`src/rtl/cskipa_pkg.sv`:
```
// Shared constants and FSM state type for the block-serial carry-skip subtractor.
package cskipa_pkg;
  localparam int WIDTH = 9;
  localparam int BLOCK = 4;
  localparam int NBLK  = (WIDTH + BLOCK - 1) / BLOCK;
  localparam int BLK_W = $clog2(NBLK);

  typedef enum logic [1:0] {IDLE, CALC, DONE} cskipa_state_t;
endpackage

```
`src/rtl/cskipa_blk_sub.sv`:
```
// One carry-skip block: ripple sum over the valid bits, block propagate, skip mux on carry out.
module cskipa_blk_sub
  import cskipa_pkg::*;
(
  input  logic [BLOCK-1:0] a,
  input  logic [BLOCK-1:0] nb,
  input  logic [BLOCK-1:0] mask,
  input  logic             cin,
  output logic [BLOCK-1:0] sum,
  output logic             prop,
  output logic             cout_skip
);
  logic [BLOCK-1:0] p, g;
  logic             c;

  assign p = a ^ nb;
  assign g = a & nb;

  always_comb begin
    c    = cin;
    prop = 1'b1;
    sum  = '0;
    // masked-off bits are transparent: no sum, carry and propagate untouched
    for (int j = 0; j < BLOCK; j++) begin
      if (mask[j]) begin
        sum[j] = p[j] ^ c;
        c      = g[j] | (p[j] & c);
        prop   = prop & p[j];
      end
    end
    cout_skip = prop ? cin : c;
  end
endmodule

```
`src/rtl/cskipa_sub_9bit.sv`:
```
// Block-serial 9-bit carry-skip subtractor (diff = term1 - term2), one block per clock.
// Optional signed-overflow output o_ovf enabled by defining CSKIPA_SUB_OVF_EN.
module cskipa_sub_9bit
  import cskipa_pkg::*;
(
  input  logic             clk,
  input  logic             rst,
  input  logic             i_valid,
  output logic             o_ready,
  input  logic [WIDTH-1:0] i_sub_term1,
  input  logic [WIDTH-1:0] i_sub_term2,
  output logic             o_valid,
  input  logic             i_ready,
  output logic [WIDTH-1:0] diff,
  output logic             bout
`ifdef CSKIPA_SUB_OVF_EN
  ,
  output logic             o_ovf
`endif
);
  localparam logic [BLK_W-1:0] LAST_BLK = BLK_W'(NBLK - 1);

  cskipa_state_t    state, state_n;
  logic [BLK_W-1:0] blk;
  logic             carry;
  logic [WIDTH-1:0] a_q, nb_q, diff_n;
  logic [BLOCK-1:0] a_blk, nb_blk, mask, sum;
  logic             prop, cout_skip;

  always_comb begin
    a_blk  = '0;
    nb_blk = '0;
    mask   = '0;
    diff_n = diff;
    for (int i = 0; i < WIDTH; i++) begin
      if (blk == BLK_W'(i / BLOCK)) begin
        a_blk[i % BLOCK]  = a_q[i];
        nb_blk[i % BLOCK] = nb_q[i];
        mask[i % BLOCK]   = 1'b1;
        diff_n[i]         = sum[i % BLOCK];
      end
    end
  end

  cskipa_blk_sub u_blk (
    .a         (a_blk),
    .nb        (nb_blk),
    .mask      (mask),
    .cin       (carry),
    .sum       (sum),
    .prop      (prop),
    .cout_skip (cout_skip)
  );

  always_ff @(posedge clk or posedge rst) begin
    if (rst) state <= IDLE;
    else     state <= state_n;
  end

  always_comb begin
    state_n = state;
    o_ready = 1'b0;
    o_valid = 1'b0;
    case (state)
      IDLE: begin
        o_ready = 1'b1;
        if (i_valid) state_n = CALC;
      end
      CALC: if (blk == LAST_BLK) state_n = DONE;
      DONE: begin
        o_valid = 1'b1;
        if (i_ready) state_n = IDLE;
      end
      default: state_n = IDLE;
    endcase
  end

  always_ff @(posedge clk or posedge rst) begin
    if (rst) begin
      blk   <= '0;
      carry <= 1'b0;
      a_q   <= '0;
      nb_q  <= '0;
      diff  <= '0;
      bout  <= 1'b0;
`ifdef CSKIPA_SUB_OVF_EN
      o_ovf <= 1'b0;
`endif
    end else begin
      case (state)
        IDLE: if (i_valid) begin
          // subtract as a + ~b + 1: the +1 enters as the initial carry
          a_q   <= i_sub_term1;
          nb_q  <= ~i_sub_term2;
          carry <= 1'b1;
          blk   <= '0;
        end
        CALC: begin
          diff  <= diff_n;
          carry <= cout_skip;
          if (blk == LAST_BLK) begin
            bout <= ~cout_skip;
`ifdef CSKIPA_SUB_OVF_EN
            // term2 sign is ~nb, so "signs differ" is a == nb
            o_ovf <= (a_q[WIDTH-1] == nb_q[WIDTH-1]) && (diff_n[WIDTH-1] != a_q[WIDTH-1]);
`endif
          end else begin
            blk <= blk + BLK_W'(1);
          end
        end
        default: ;
      endcase
    end
  end

  logic unused;
  assign unused = prop;
endmodule

```
`config.mk`:
```
export PLATFORM = sky130hd
export DESIGN_NAME = cskipa_sub_9bit
export DESIGN_NICKNAME = d
export VERILOG_FILES = /design/src/rtl/cskipa_pkg.sv /design/src/rtl/cskipa_blk_sub.sv /design/src/rtl/cskipa_sub_9bit.sv
export SDC_FILE = /design/constraint.sdc
export NUM_CORES = 1
export LEC_CHECK = 0
export ABC_CLOCK_PERIOD_IN_PS = 8100
export BUFFER_PORTS_ARGS = -buffer_cell sky130_fd_sc_hd__buf_2
export CAP_MARGIN = 0
export CORE_UTILIZATION = 49
export DETAILED_ROUTE_END_ITERATION = 12
export GPL_ROUTABILITY_DRIVEN = 0
export HOLD_SLACK_MARGIN = 0.03
export PLACE_DENSITY = 0.72
export SYNTH_ARGS = -nofsm -noshare
export SYNTH_HDL_FRONTEND = slang
export SYNTH_SLANG_ARGS = --single-unit
```
`constraint.sdc`:
```
create_clock -name clk -period 8.1 [get_ports clk]
set_clock_uncertainty 0.1 [all_clocks]
set_input_delay 1.62 -clock clk [delete_from_list [all_inputs] [get_ports clk]]
set_output_delay 1.62 -clock clk [all_outputs]
set_load 0.1 [all_outputs]
```
=== Yosys cells after proc, flatten, opt, wreduce, memory -nomap -nowiden ===
Cells that the tools add are included.

* Register bits: 33
* Input port bits: 22
* Output and inout port bits: 12
* Logic and storage cells: 92

* Add/sub/neg operators: 1
* Equality and inequality tests: 8
* Muxes and demuxes: 45
* Bitwise gates (word level): 19
* Reduce and logical (&&, ||, !) cells: 10

{| class="wikitable"
|+ Operator list
! cell !! count
|-
| $mux W1 || 37
|-
| $mux W2 || 5
|-
| $reduce_and A2 Y1 || 5
|-
| $not A9 Y9 || 1
|-
| $ne A2 B2 Y1 const B || 4
|-
| $and A1 B1 Y1 || 7
|-
| $pmux W2 S3 || 1
|-
| $reduce_and A3 Y1 || 2
|-
| $and A4 B4 Y4 || 1
|-
| $eq A2 B1 Y1 const B || 2
|-
| $eq A2 B2 Y1 const B || 2
|-
| $logic_not A2 Y1 || 2
|-
| $or A1 B1 Y1 || 4
|-
| $pmux W2 S2 || 1
|-
| $xor A1 B1 Y1 || 4
|-
| $xor A4 B4 Y4 || 1
|-
| $add A2 B1 Y2 const B || 1
|-
| $pmux W1 S2 || 1
|-
| $reduce_bool A2 Y1 || 1
|-
| $not A1 Y1 || 1
|}

=== Depth between registers and ports, before layout ===
* Depth after elaboration: 19
* Gate-level depth with buffers: 19
* Gate-level depth less buffers: 18

=== Hierarchy ===
A second synthesis with hierarchy kept.

* Cell total of the unflattened synthesis: 159
* Area total of the unflattened synthesis: 1823.0 um2

{| class="wikitable"
|+ By module, submodules not included
! module !! instances !! cells an instance !! area an instance (um2) !! sequential area each (um2)
|-
| cskipa_sub_9bit || 1 || 127 || 1552.7 || 825.8
|-
| cskipa_blk_sub || 1 || 32 || 270.3 || 0.0
|}

=== Least setup slack after synthesis ===
Ideal clock, no wire load.

* Kind: register -> register
* Start point: register blk[0]
* End point: register carry
* Library setup time: 0.065 ns
* Data arrival time: 3.331 ns
* Required time: 7.935 ns
* Path slack: 4.604 ns
* Stages on the path, launching flop included: 20
* Path buffers: 1
* Period minus slack after synthesis: 3.496 ns
* Path through: dfrtp_1 > inv_1 > ha_1 > buf_2 > nand2_1 > nor2_1 > a21oi_1 > o21a_1 > fa_1 > nor2b_1 > a21oi_1 > fa_1 > a21oi_1 > fa_1 > nor2_1 > nor2_1 > fa_1 > nor2_1 > or3_1 > o22a_1

* Word-level cells in the longest chain between the ends: 19
* Elaborated cells on any way between the ends: 47
* Classes of those cells: eq/ne: 2; mux: 31; bitwise: 13; reduce/logical: 1

{| class="wikitable"
|+ RTL lines
! element !! RTL line !! text
|-
| start: declaration || cskipa_sub_9bit.sv:24 || <nowiki>logic [BLK_W-1:0] blk;</nowiki>
|-
| start signal: assignment || cskipa_sub_9bit.sv:108 || <nowiki>blk <= blk + BLK_W'(1);</nowiki>
|-
| $logic_not A2 Y1 || cskipa_sub_9bit.sv:36 || <nowiki>if (blk == BLK_W'(i / BLOCK)) begin</nowiki>
|-
| $mux W1 (3 in a row) || cskipa_sub_9bit.sv:36 ||
|-
| $xor A4 B4 Y4 || cskipa_blk_sub.sv:16 || <nowiki>assign p = a ^ nb;</nowiki>
|-
| $and A1 B1 Y1 || cskipa_blk_sub.sv:27 || <nowiki>c = g[j] | (p[j] & c);</nowiki>
|-
| $or A1 B1 Y1 || cskipa_blk_sub.sv:27 ||
|-
| $mux W1 || cskipa_blk_sub.sv:25 || <nowiki>if (mask[j]) begin</nowiki>
|-
| $and A1 B1 Y1 || cskipa_blk_sub.sv:27 ||
|-
| $or A1 B1 Y1 || cskipa_blk_sub.sv:27 ||
|-
| $mux W1 || cskipa_blk_sub.sv:25 ||
|-
| $and A1 B1 Y1 || cskipa_blk_sub.sv:27 ||
|-
| $or A1 B1 Y1 || cskipa_blk_sub.sv:27 ||
|-
| $mux W1 || cskipa_blk_sub.sv:25 ||
|-
| $and A1 B1 Y1 || cskipa_blk_sub.sv:27 ||
|-
| $or A1 B1 Y1 || cskipa_blk_sub.sv:27 ||
|-
| $mux W1 || cskipa_blk_sub.sv:25 ||
|-
| $mux W1 * || cskipa_blk_sub.sv:31 || <nowiki>cout_skip = prop ? cin : c;</nowiki>
|-
| $pmux W1 S2 * || cskipa_sub_9bit.sv:90 || <nowiki>case (state)</nowiki>
|-
| end signal: assignment || cskipa_sub_9bit.sv:100 || <nowiki>carry <= cout_skip;</nowiki>
|-
| end: declaration || cskipa_sub_9bit.sv:25 || <nowiki>logic carry;</nowiki>
|}

Every way passes the cells marked *; elsewhere a longest branch is shown, timed or not.
A chain may end at the register's enable or synchronous reset.

=== Final worst setup path ===
* Start point: register blk[1]
* End point: register bout

* Word-level cells in the longest chain between the ends: 19
* Elaborated cells on any way between the ends: 48
* Classes of those cells: eq/ne: 2; mux: 30; bitwise: 14; reduce/logical: 2

{| class="wikitable"
|+ RTL lines
! element !! RTL line !! text
|-
| $logic_not A2 Y1 || cskipa_sub_9bit.sv:36 ||
|-
| $mux W1 (3 in a row) || cskipa_sub_9bit.sv:36 ||
|-
| $xor A4 B4 Y4 || cskipa_blk_sub.sv:16 ||
|-
| $and A1 B1 Y1 || cskipa_blk_sub.sv:27 ||
|-
| $or A1 B1 Y1 || cskipa_blk_sub.sv:27 ||
|-
| $mux W1 || cskipa_blk_sub.sv:25 ||
|-
| $and A1 B1 Y1 || cskipa_blk_sub.sv:27 ||
|-
| $or A1 B1 Y1 || cskipa_blk_sub.sv:27 ||
|-
| $mux W1 || cskipa_blk_sub.sv:25 ||
|-
| $and A1 B1 Y1 || cskipa_blk_sub.sv:27 ||
|-
| $or A1 B1 Y1 || cskipa_blk_sub.sv:27 ||
|-
| $mux W1 || cskipa_blk_sub.sv:25 ||
|-
| $and A1 B1 Y1 || cskipa_blk_sub.sv:27 ||
|-
| $or A1 B1 Y1 || cskipa_blk_sub.sv:27 ||
|-
| $mux W1 || cskipa_blk_sub.sv:25 ||
|-
| $mux W1 || cskipa_blk_sub.sv:31 ||
|-
| $not A1 Y1 || cskipa_sub_9bit.sv:102 || <nowiki>bout <= ~cout_skip;</nowiki>
|-
| end signal: assignment || cskipa_sub_9bit.sv:102 ||
|-
| end: declaration || cskipa_sub_9bit.sv:15 || <nowiki>output logic bout</nowiki>
|}

Parallel ways exist; a longest one is shown, timed or not.

==> results.md <==
* Placeable Area at around 3200 um2
* Post-route minimum period at 3.93 ns
* Vias per std cell at ~5.0
* Arrival time of data at the critical path endpoint at a little over 4 ns
* Crit-path max FO at 19
* Maxcap violations at 0
* Mapped Avg Cell Area at about 9 um2
* Number of warnings reported in the yosys synthesis log at 0
* Pin slew with the least headroom to its limit at around 0.73 ns
* Layout-stage area growth over the synthesis result at 16.4%
* Proportion of synthesized flip-flops having asynchronous set or reset at 100%
* Data required time of the worst path at between 8 and 9 ns
* Worst slew margin relative to its limit at 51.2%
* Total routing resource utilization after global routing at between 20 and 25%
* Yosys cell types at 25
* Worst hold-check path type: flip-flop to flip-flop
* Initial antenna violation count at 0
* Most common flop cell mapped by yosys: sky130_fd_sc_hd__dfrtp_1
* Syn Inst Count at ~190
* Seq/Total Area, Yosys at between 40% and 50%
* Height of the die at a little over 60 um
* Number of cells upsized or downsized after cts at 0
* Sinks on the clock net at 33
* Initial Util at 53.1%
* Post-detail-place hpwl at about 2400 um
* Cell Area, Synth at between 1500 and 2000 um2
* DRC violation total after the first TritonRoute iteration at 41
* Wire length of the first global-routing pass at 5300 um
* Global-route congestion overflow total at 0
* Syn_nets at 222
* TritonCTS buffer count at 5
* Wirelength, routed at 3120 um
* Max Freq at approximately 250 MHz
* First-pass iteration count of the detailed router at 4
* Count of endpoints failing setup in the final report at 0
* Floorplan row count at 20
* Number of routed nets with antenna violations at 0
* CTS clk-pin slew, worst paths at approximately 0.10 ns
* Ports at 34
* Postcts setup bufs at 0
* Average wire per standard cell at 11.7 um
* TritonCTS clock tree: built
* Share of layout cells above drive strength 1 at a little over a fifth
* Unrepaired setup endpoints after global routing: no
* Number of storage elements in the synthesis netlist at 33
* Port Buffer Count at 33
* Width of the die at about 60 um
* Final critical-path share of the clock period at 48.5%
* Hold buffer count at CTS at 0
* Total count of max-transition violations in the final report at 0
* Later-pin clock latency in the skew report at 0.34 ns
* Result of the run: finished clean
* Final Net Count at ~260
* Pin count of the biggest net entering global routing at 34
* Root Buffer Master: sky130_fd_sc_hd__clkbuf_4
* Critical path start-end classification: flip-flop to flip-flop
* Setup tns final at 0 ns
* Crit path launch type: flip-flop
* Final hold vios at 0
* EDFF count, synth at 0
* Fill count at a little under 300
* Number of global-route vias before repair at between 1,000 and 1,500
* Endpoint class of the critical path: flip-flop
* Area of the die at 3660 um2
* Antenna cells at 0
* DRC errors left at 0
* Via count at roughly 1,300
* Clk buf depth at 2
* Number of H-tree levels at 2
## worst paths after layout
check                      cells past startpoint  startpoint       to  slack (ns)
max                                           16      blk[1]     bout        4.17
min                                            2     diff[8]  diff[8]        0.38
max reg2reg                                   16      blk[1]     bout        4.17
min reg2reg                                    2     diff[8]  diff[8]        0.38
max in group asynchronous                      3         rst  diff[4]        6.35
min in group asynchronous                      3         rst  nb_q[5]        1.25
## cell usage in the layout (no fill, tap or decap)
master                      instances
sky130_fd_sc_hd__clkbuf_4           5
sky130_fd_sc_hd__a21oi_1            7
sky130_fd_sc_hd__and2b_1            1
sky130_fd_sc_hd__clkbuf_8           1
sky130_fd_sc_hd__nor2b_1            1
sky130_fd_sc_hd__or2_4              1
sky130_fd_sc_hd__buf_2             33
sky130_fd_sc_hd__buf_4              1
sky130_fd_sc_hd__nand3_1            1
sky130_fd_sc_hd__a211oi_2           1
sky130_fd_sc_hd__and2_1             1
sky130_fd_sc_hd__bufinv_16          1
sky130_fd_sc_hd__nand2b_1           2
sky130_fd_sc_hd__or2_2              1
sky130_fd_sc_hd__ha_1               8
sky130_fd_sc_hd__a21oi_2            1
sky130_fd_sc_hd__inv_1             10
sky130_fd_sc_hd__or3_1              1
sky130_fd_sc_hd__mux2_2             3
sky130_fd_sc_hd__o21ai_0           25
sky130_fd_sc_hd__o21a_1             3
sky130_fd_sc_hd__a211oi_1           1
sky130_fd_sc_hd__fa_1               4
sky130_fd_sc_hd__o22a_1             1
sky130_fd_sc_hd__clkbuf_1           1
sky130_fd_sc_hd__nor2_1            11
sky130_fd_sc_hd__dfrtp_1           33
sky130_fd_sc_hd__nand2_1           64
## state kept, by name (all words and copies together), names as in the netlist
| signal | cells |
|---|---|
| state | 2 |
| carry | 1 |
| diff | 9 |
| a_q | 9 |
| nb_q | 9 |
| blk | 2 |
| bout | 1 |
## kinds of logic after synthesis
family	Yosys count	share of synthesized area (%)
adder cells (fa/ha/maj)	12	10.8
flip-flops	33	49.3
multiplexers	3	2.02
buffers and inverters	17	4.48
AO/OA/AOI/OAI	39	13.1
AND/OR/NAND/NOR	84	20.3
## cell usage after synthesis, types with 2 or more instances
master / count / share of area, %
sky130_fd_sc_hd__mux2_2: 3 / 2.0
sky130_fd_sc_hd__clkbuf_1: 3 / 0.67
sky130_fd_sc_hd__inv_1: 10 / 2.2
sky130_fd_sc_hd__ha_1: 8 / 6.0
sky130_fd_sc_hd__nand2b_1: 2 / 0.75
sky130_fd_sc_hd__nor2_1: 11 / 2.5
sky130_fd_sc_hd__o21ai_0: 25 / 7.5
sky130_fd_sc_hd__buf_2: 3 / 0.90
sky130_fd_sc_hd__dfrtp_1: 33 / 49
sky130_fd_sc_hd__a21oi_1: 7 / 2.1
sky130_fd_sc_hd__fa_1: 4 / 4.8
sky130_fd_sc_hd__o21a_1: 3 / 1.3
sky130_fd_sc_hd__nand2_1: 64 / 14
## metrics by stage
step                setup slack (ns)  hold slack [ns]  instances  area [um2]  utilization, %
floorplan                       4.60            0.346        188        1680               -
global placement                4.39            0.356        259        1870            59.2
detailed placement              4.22            0.368        259        1870            59.2
CTS                             4.17            0.390        267        1950            61.9
global route                    3.85            0.422        267        1950            61.9
finish                          4.17            0.381        267        1950            61.9
## metal layers
| metal | GRT usage [%] | wire length [um] | vias up |
|---|---|---|---|
| li1 | - | - | 669 |
| met1 | 23.9 | 1380 | 616 |
| met2 | 34.4 | 1520 | 33 |
| met3 | 6.40 | 145 | 8 |
| met4 | 8.77 | 70 | 0 |
| met5 | 0 | 0 | - |
## critical path, stage by stage, from the launching register on
cell	delay (ns)
sky130_fd_sc_hd__dfrtp_1	0.41
sky130_fd_sc_hd__inv_1	0.11
sky130_fd_sc_hd__ha_1	0.50
sky130_fd_sc_hd__a21oi_1	0.17
sky130_fd_sc_hd__o21a_1	0.22
sky130_fd_sc_hd__fa_1	0.38
sky130_fd_sc_hd__nor2b_1	0.16
sky130_fd_sc_hd__a21oi_1	0.20
sky130_fd_sc_hd__fa_1	0.21
sky130_fd_sc_hd__a21oi_1	0.09
sky130_fd_sc_hd__fa_1	0.41
sky130_fd_sc_hd__nor2_1	0.11
sky130_fd_sc_hd__nor2_1	0.06
sky130_fd_sc_hd__fa_1	0.36
sky130_fd_sc_hd__nor2_1	0.11
sky130_fd_sc_hd__or3_1	0.14
sky130_fd_sc_hd__a21oi_1	0.08
## cell type report
cell class | count | area (um2) | share of cell area (%)
inverter | 10 | 37.5 | 1.92
clock inverter | 1 | 30.0 | 1.54
tap | 44 | 55.1 | 2.82
multi-input combinational | 138 | 774 | 39.7
clock buffer | 7 | 55.1 | 2.82
timing repair buffer | 34 | 173 | 8.85
sequential | 33 | 826 | 42.3
Power is left out: the tool's default activity adds up to more than one toggle a clock period on the data nets, which glitch-free logic cannot reach.
